### src/rtl/scan_bist_if.sv
// scan_bist_if: signal bundle between the scan BIST sequencer and the scan chain / host.
//   start, abort     : run control from the host
//   scan_out0        : serial output of the scan chain
//   test_mode        : chain test mode enable
//   scan_enable      : chain shift enable
//   scan_in0         : serial input to the scan chain
//   busy, done, pass : run status
//   signature        : current MISR contents
// master : the sequencer side; slave : the chain / host side.
interface scan_bist_if;
    logic        start;
    logic        abort;
    logic        scan_out0;
    logic        test_mode;
    logic        scan_enable;
    logic        scan_in0;
    logic        busy;
    logic        done;
    logic        pass;
    logic [15:0] signature;

    modport master (
        input  start, abort, scan_out0,
        output test_mode, scan_enable, scan_in0, busy, done, pass, signature
    );

    modport slave (
        output start, abort, scan_out0,
        input  test_mode, scan_enable, scan_in0, busy, done, pass, signature
    );
endinterface

### src/rtl/scan_bist_ctrl.sv
// scan_bist_ctrl: scan BIST sequencer. A 16-bit PRPG feeds the scan chain, a 16-bit serial
// MISR compacts the chain output, and the final signature is compared against GOLDEN.
// Ports:
//   clk   : clock, rising edge
//   reset : synchronous active-high reset
//   bus   : scan_bist_if.master (start/abort/scan_out0 in; chain controls and status out)
module scan_bist_ctrl #(
    parameter int unsigned CHAIN_LEN    = 64,
    parameter int unsigned NUM_PATTERNS = 256,
    parameter logic [15:0] PRPG_SEED    = 16'hACE1,
    parameter logic [15:0] GOLDEN       = 16'h0000
) (
    input logic         clk,
    input logic         reset,
    scan_bist_if.master bus
);

    localparam int unsigned ShiftW = $clog2(CHAIN_LEN + 1);
    localparam int unsigned PatW   = $clog2(NUM_PATTERNS + 1);

    localparam logic [ShiftW-1:0] ShiftLast = ShiftW'(CHAIN_LEN - 1);
    localparam logic [PatW-1:0]   PatFinal  = PatW'(NUM_PATTERNS);

    typedef enum logic [2:0] {StIdle, StShift, StCapture, StFlush, StDone} state_e;

    function automatic logic [15:0] prpg_next(input logic [15:0] p);
        return {p[14:0], p[15] ^ p[13] ^ p[12] ^ p[10]};
    endfunction

    function automatic logic [15:0] misr_next(input logic [15:0] m, input logic b);
        return {m[14:0], m[15] ^ m[13] ^ m[12] ^ m[10] ^ b};
    endfunction

    state_e            state_q, state_d;
    logic [15:0]       prpg_q, prpg_d;
    logic [15:0]       misr_q, misr_d;
    logic [ShiftW-1:0] shift_cnt_q, shift_cnt_d;
    logic [PatW-1:0]   pat_cnt_q, pat_cnt_d;
    logic              test_mode_q, test_mode_d;
    logic              scan_enable_q, scan_enable_d;
    logic              scan_in0_q, scan_in0_d;
    logic              busy_q, busy_d;
    logic              done_q, done_d;
    logic              pass_q, pass_d;

    always_comb begin
        state_d     = state_q;
        prpg_d      = prpg_q;
        misr_d      = misr_q;
        shift_cnt_d = shift_cnt_q;
        pat_cnt_d   = pat_cnt_q;

        unique case (state_q)
            StIdle, StDone: begin
                if (bus.abort) begin
                    state_d = StIdle;
                end else if (bus.start) begin
                    state_d     = StShift;
                    misr_d      = '0;
                    prpg_d      = PRPG_SEED;
                    shift_cnt_d = '0;
                    pat_cnt_d   = '0;
                end
            end
            StShift: begin
                if (bus.abort) begin
                    state_d = StIdle;
                end else begin
                    prpg_d = prpg_next(prpg_q);
                    // First unload is unknown chain state: keep it out of the signature.
                    if (pat_cnt_q != '0) begin
                        misr_d = misr_next(misr_q, bus.scan_out0);
                    end
                    if (shift_cnt_q == ShiftLast) begin
                        shift_cnt_d = '0;
                        state_d     = StCapture;
                    end else begin
                        shift_cnt_d = shift_cnt_q + ShiftW'(1);
                    end
                end
            end
            StCapture: begin
                if (bus.abort) begin
                    state_d = StIdle;
                end else begin
                    pat_cnt_d = pat_cnt_q + PatW'(1);
                    state_d   = (pat_cnt_d == PatFinal) ? StFlush : StShift;
                end
            end
            StFlush: begin
                if (bus.abort) begin
                    state_d = StIdle;
                end else begin
                    misr_d = misr_next(misr_q, bus.scan_out0);
                    if (shift_cnt_q == ShiftLast) begin
                        shift_cnt_d = '0;
                        state_d     = StDone;
                    end else begin
                        shift_cnt_d = shift_cnt_q + ShiftW'(1);
                    end
                end
            end
            default: state_d = StIdle;
        endcase

        // Outputs are registered from the next state so they line up with the state register.
        busy_d        = (state_d == StShift) || (state_d == StCapture) || (state_d == StFlush);
        test_mode_d   = busy_d;
        scan_enable_d = (state_d == StShift) || (state_d == StFlush);
        // prpg_d is the value the PRPG holds during the next cycle, so its MSB is that cycle's bit.
        scan_in0_d    = (state_d == StShift) ? prpg_d[15] : 1'b0;
        done_d        = (state_d == StDone);
        pass_d        = (state_d == StDone) && (misr_d == GOLDEN);
    end

    always_ff @(posedge clk) begin
        if (reset) begin
            state_q       <= StIdle;
            prpg_q        <= PRPG_SEED;
            misr_q        <= '0;
            shift_cnt_q   <= '0;
            pat_cnt_q     <= '0;
            test_mode_q   <= 1'b0;
            scan_enable_q <= 1'b0;
            scan_in0_q    <= 1'b0;
            busy_q        <= 1'b0;
            done_q        <= 1'b0;
            pass_q        <= 1'b0;
        end else begin
            state_q       <= state_d;
            prpg_q        <= prpg_d;
            misr_q        <= misr_d;
            shift_cnt_q   <= shift_cnt_d;
            pat_cnt_q     <= pat_cnt_d;
            test_mode_q   <= test_mode_d;
            scan_enable_q <= scan_enable_d;
            scan_in0_q    <= scan_in0_d;
            busy_q        <= busy_d;
            done_q        <= done_d;
            pass_q        <= pass_d;
        end
    end

    assign bus.test_mode   = test_mode_q;
    assign bus.scan_enable = scan_enable_q;
    assign bus.scan_in0    = scan_in0_q;
    assign bus.busy        = busy_q;
    assign bus.done        = done_q;
    assign bus.pass        = pass_q;
    assign bus.signature   = misr_q;

endmodule

### src/flat_wrapper.sv
// flat-port wrapper written by rule: the top's interface ports become plain ports
module scan_bist_ctrl_flat 
#(
    parameter int unsigned CHAIN_LEN    = 64,
    parameter int unsigned NUM_PATTERNS = 256,
    parameter logic [15:0] PRPG_SEED    = 16'hACE1,
    parameter logic [15:0] GOLDEN       = 16'h0000
)
  (clk, reset, bus_start, bus_abort, bus_scan_out0, bus_test_mode, bus_scan_enable, bus_scan_in0, bus_busy, bus_done, bus_pass, bus_signature);
  scan_bist_if bus_i ();
  input logic clk;
  input logic reset;
  input wire logic [$bits(bus_i.start)-1:0] bus_start;
  input wire logic [$bits(bus_i.abort)-1:0] bus_abort;
  input wire logic [$bits(bus_i.scan_out0)-1:0] bus_scan_out0;
  output wire logic [$bits(bus_i.test_mode)-1:0] bus_test_mode;
  output wire logic [$bits(bus_i.scan_enable)-1:0] bus_scan_enable;
  output wire logic [$bits(bus_i.scan_in0)-1:0] bus_scan_in0;
  output wire logic [$bits(bus_i.busy)-1:0] bus_busy;
  output wire logic [$bits(bus_i.done)-1:0] bus_done;
  output wire logic [$bits(bus_i.pass)-1:0] bus_pass;
  output wire logic [$bits(bus_i.signature)-1:0] bus_signature;
  assign bus_i.start = bus_start;
  assign bus_i.abort = bus_abort;
  assign bus_i.scan_out0 = bus_scan_out0;
  assign bus_test_mode = bus_i.test_mode;
  assign bus_scan_enable = bus_i.scan_enable;
  assign bus_scan_in0 = bus_i.scan_in0;
  assign bus_busy = bus_i.busy;
  assign bus_done = bus_i.done;
  assign bus_pass = bus_i.pass;
  assign bus_signature = bus_i.signature;
  scan_bist_ctrl #(.CHAIN_LEN(CHAIN_LEN), .NUM_PATTERNS(NUM_PATTERNS), .PRPG_SEED(PRPG_SEED), .GOLDEN(GOLDEN)) u_core (.clk(clk), .reset(reset), .bus(bus_i));
endmodule
### config.mk
export PLATFORM = sky130hd
export DESIGN_NAME = scan_bist_ctrl_flat
export DESIGN_NICKNAME = d
export VERILOG_FILES = /design/src/rtl/scan_bist_if.sv /design/src/rtl/scan_bist_ctrl.sv /design/src/flat_wrapper.sv
export SDC_FILE = /design/constraint.sdc
export NUM_CORES = 1
export LEC_CHECK = 0
export BUFFER_PORTS_ARGS = -buffer_cell sky130_fd_sc_hd__buf_2
export CORE_AREA = 2 2 69 71
export CTS_CLUSTER_DIAMETER = 80
export CTS_CLUSTER_SIZE = 25
export DETAILED_ROUTE_END_ITERATION = 7
export DIE_AREA = 0 0 71 73
export PLACE_DENSITY_LB_ADDON = 0.1
export SLEW_MARGIN = 30
export SYNTH_ARGS = -nofsm -noshare
export SYNTH_HDL_FRONTEND = slang
export SYNTH_SLANG_ARGS = --single-unit
### constraint.sdc
create_clock -name clk -period 5.2 [get_ports clk]
set_clock_uncertainty 0.2 [all_clocks]
set_input_delay 0 -clock clk [delete_from_list [all_inputs] [get_ports clk]]
set_output_delay 0 -clock clk [all_outputs]
set_load 0.02 [all_outputs]
==> impl_results.md <==
- Kind of start point of the critical path: flip-flop
- Initial core utilization: 0.583
- Clock Sinks: 56
- Final worst slack: 2660 ps
- Switch share: 0.245
- WHS: 29.8 ps
- Status: finished, final reports clean
- Min-delay worst type: in2reg
- Syn_nets: 336
- Seq/Total Area, Yosys: 0.424
- R2r startpoint: u_core.shift_cnt_q[0]
- Hold Vio Cnt, Final: 0
- FILL cells: 395
- HPWL Detailed: ~3.6 mm
- Die area: between 5000 and 6000 µm²
- Post-synth top cells: dfxtp_1, nand2_1, a21oi_1
- Syn_area_per_cell: 8.08 µm²
- ANT nets after route: 0
- Seq cells post-synth: 56
- Synth Cell Area: 2640 µm²
- RSZ-0062 raised after global routing: false
- VDD IR max: 0.158 mV
- Final nets: 352
- Final Max Slew Viols: 0
- Hold worst-path end: u_core.pat_cnt_q[0]
- HP Start: reset
- P_int: 0.543 mW
- Buffers & Inverters on Critical Path: 1
- Logic pwr share: 0.058
- Setup Slack @ Placement: 2740 ps
- Clock power share: 0.333
- Top-area cell type share of the netlist area: 0.424
- Fin cells: 398
- Routed via count: 2301
- F_max: 0.394 GHz
- Site Rows: 25
- Register area: 1120 µm²
- Depth of the most critical reg-to-reg path: 7
- Worst reg2reg path endpoint: u_core.bus.test_mode
- Initial antenna violation count: 0
- Die width: 71 µm
- Yosys warning count: 0
- Worst slew pin tran: 799 ps
- Hold path depth: 2
- Final period utilization: 0.488
- Clock slew at reported path FFs: around 100 ps
- Cell Count Post-Placement: 387
- Area contributors post-synth: dfxtp_1, a21oi_1, nand2_1
- Req. time, crit path: 5210 ps
- Fin util: 0.634
- Clk_lat worst skew: 310 ps
- Root cell of the clock tree: clkbuf_8
- Fin crit period: 2540 ps
- Most frequent cell after synthesis: dfxtp_1
- Rel. slew slack: 0.465
- Most frequently used flop master after synthesis: dfxtp_1
- Layout cells sized above 1: 0.140
- Post-CTS sizing: 0
- WS Path Type: reg2reg
- # setup viols final: 0
- Total GRT Usage: 0.217
- Average wire per standard cell: between 10 and 15 µm
- Flop pwr share: 0.609
- R2r setup slk: 2660 ps
- CP endpoint kind: flip-flop
- CP top delay family: simple AND/OR/NAND/NOR gates
- Via density: 5.78
- Multi-input gate area: 1410 µm²
- Largest net degree at the start of global routing: 41
- Worst EP arrival: 2540 ps
- Synth area leader: dfxtp_1
- # diodes: 0
- Critical Path Slowest Stage Cell: dlygate4sd3_1
- H-Tree Level Count: 2
- Crit-path max cell delay: 590 ps
- Max-Cap Viols: 0
- Core box area: 4540 µm²
- Fin Setup TNS: 0 ps
- Longest Clk Path Bufs: 2
- Synth async-reset ratio: 0
- Mapped Cells: 327
- Switching power total: between 0.15 and 0.2 mW
- PwrDens: between 200 and 300 nW/µm²
- Synth unique cells: 51
- IO buf count: 26
- I/O pin count: 27
- CTS buffer count: 5
- Crit-path cells: ha_1, nand3_1, nor3_1, a21oi_1, nor2_1, a2111oi_0, dlygate4sd3_1
- WL final: 5.42 mm
- Area grow syn2layout: 8.76%
- LEAKAGE: 1.08 nW
- CTS tree: yes
- Critical Path Start: u_core.shift_cnt_q[0]
- DRC: 0
- CP max FO: 6
- Post-synth EDFFs: 0
- Grt ovf: 0
- RePlAce Congestion: 0.793
- Initial DRC count: about 180
- DRT Pass-1 Iters: 4
- Die Y: 73 µm
- First-pass GRT wire length: 9.03 mm
- Vias in the first global route: 1878
-- registers in the layout, indices dropped and copies added, names as in the netlist --
register,cells
u_core.bus.signature,16
u_core.prpg_q,16
u_core.pat_cnt_q,9
u_core.shift_cnt_q,7
u_core.state_q,3
u_core.bus.done,1
u_core.bus.pass,1
u_core.bus.scan_enable,1
u_core.bus.scan_in0,1
u_core.bus.test_mode,1
-- layer usage --
metal | global-route usage | up-vias | share of wire
met5 | 0 | - | 0
met4 | 0.0692 | 0 | 0.013
met3 | 0.0456 | 6 | 0.040
met2 | 0.341 | 39 | 0.46
met1 | 0.301 | 1074 | 0.49
li1 | - | 1182 | -
-- worst max-delay path by stage --
stage,end,slack (ps),cells after the start
after floorplan,u_core.bus.scan_in0,3040,6
after CTS,u_core.bus.test_mode,2680,7
after detailed placement,u_core.shift_cnt_q[5],2740,5
after global routing,u_core.bus.test_mode,2490,7
after global placement,u_core.shift_cnt_q[5],2790,5
final,u_core.bus.test_mode,2660,7
-- cells by family (layout without fill, tap and decap cells) --
kind of cell / after synthesis / after routing / synth area share
AND/OR/NAND/NOR: 153 / 153 / 0.294
adder cells (fa/ha/maj): 4 / 4 / 0.0189
AO/OA/AOI/OAI: 71 / 71 / 0.159
XOR/XNOR: 13 / 13 / 0.0431
buffers and inverters: 27 / 44 / 0.0473
flip-flops: 56 / 56 / 0.424
multiplexers: 3 / 3 / 0.0132
-- final cells by class --
type	instances	area share
well taps	54	0.0235
multi-input cells	244	0.489
clock inverters	3	0.00740
repair buffers	30	0.0583
inverters	6	0.00783
flip-flops and latches	56	0.390
clock buffers	5	0.0239
-- power groups by stage --
stage          Clock [mW]  Sequential, mW  Combinational [mW]
4_1_cts             0.247           0.438              0.0418
6_report            0.240           0.438              0.0418
5_1_grt             0.263           0.439              0.0471
3_5_place_dp            0           0.448              0.0401
2_1_floorplan           0           0.448              0.0306
3_3_place_gp            0           0.448              0.0397
-- stage by stage --
step / power [mW] / cell area, µm²
after global placement: 0.487 / 2750
after global routing: 0.749 / 2880
after floorplan: 0.479 / 2640
after CTS: 0.727 / 2870
final: 0.719 / 2880
after detailed placement: 0.488 / 2750
-- cells in the final DEF (no fill, tap or decap), drive strengths merged, types with 5 or more instances in the layout --
| cell type | count |
|---|---|
| o21ai | 14 |
| a21oi | 43 |
| buf | 27 |
| clkbuf | 5 |
| dfxtp | 56 |
| nand2 | 52 |
| and3 | 6 |
| xnor2 | 9 |
| nand3 | 37 |
| nor4 | 6 |
| nor2 | 22 |
| inv | 6 |
-- what timing repair did --
| action | 4_1_cts | 5_1_grt |
|---|---|---|
| hold buffers | 3 | 0 |
| setup buffers | 0 | 0 |
| hold endpoints to repair | 7 | 0 |
-- worst reg2reg max path, stage by stage (launching register included) --
cell           delay (ps)
dfxtp_1               410
ha_1                  220
nand3_1               100
nor3_1                570
a21oi_1               160
nor2_1                110
a2111oi_0              70
dlygate4sd3_1         590
No activity file was read; power rests on OpenSTA's default activity.
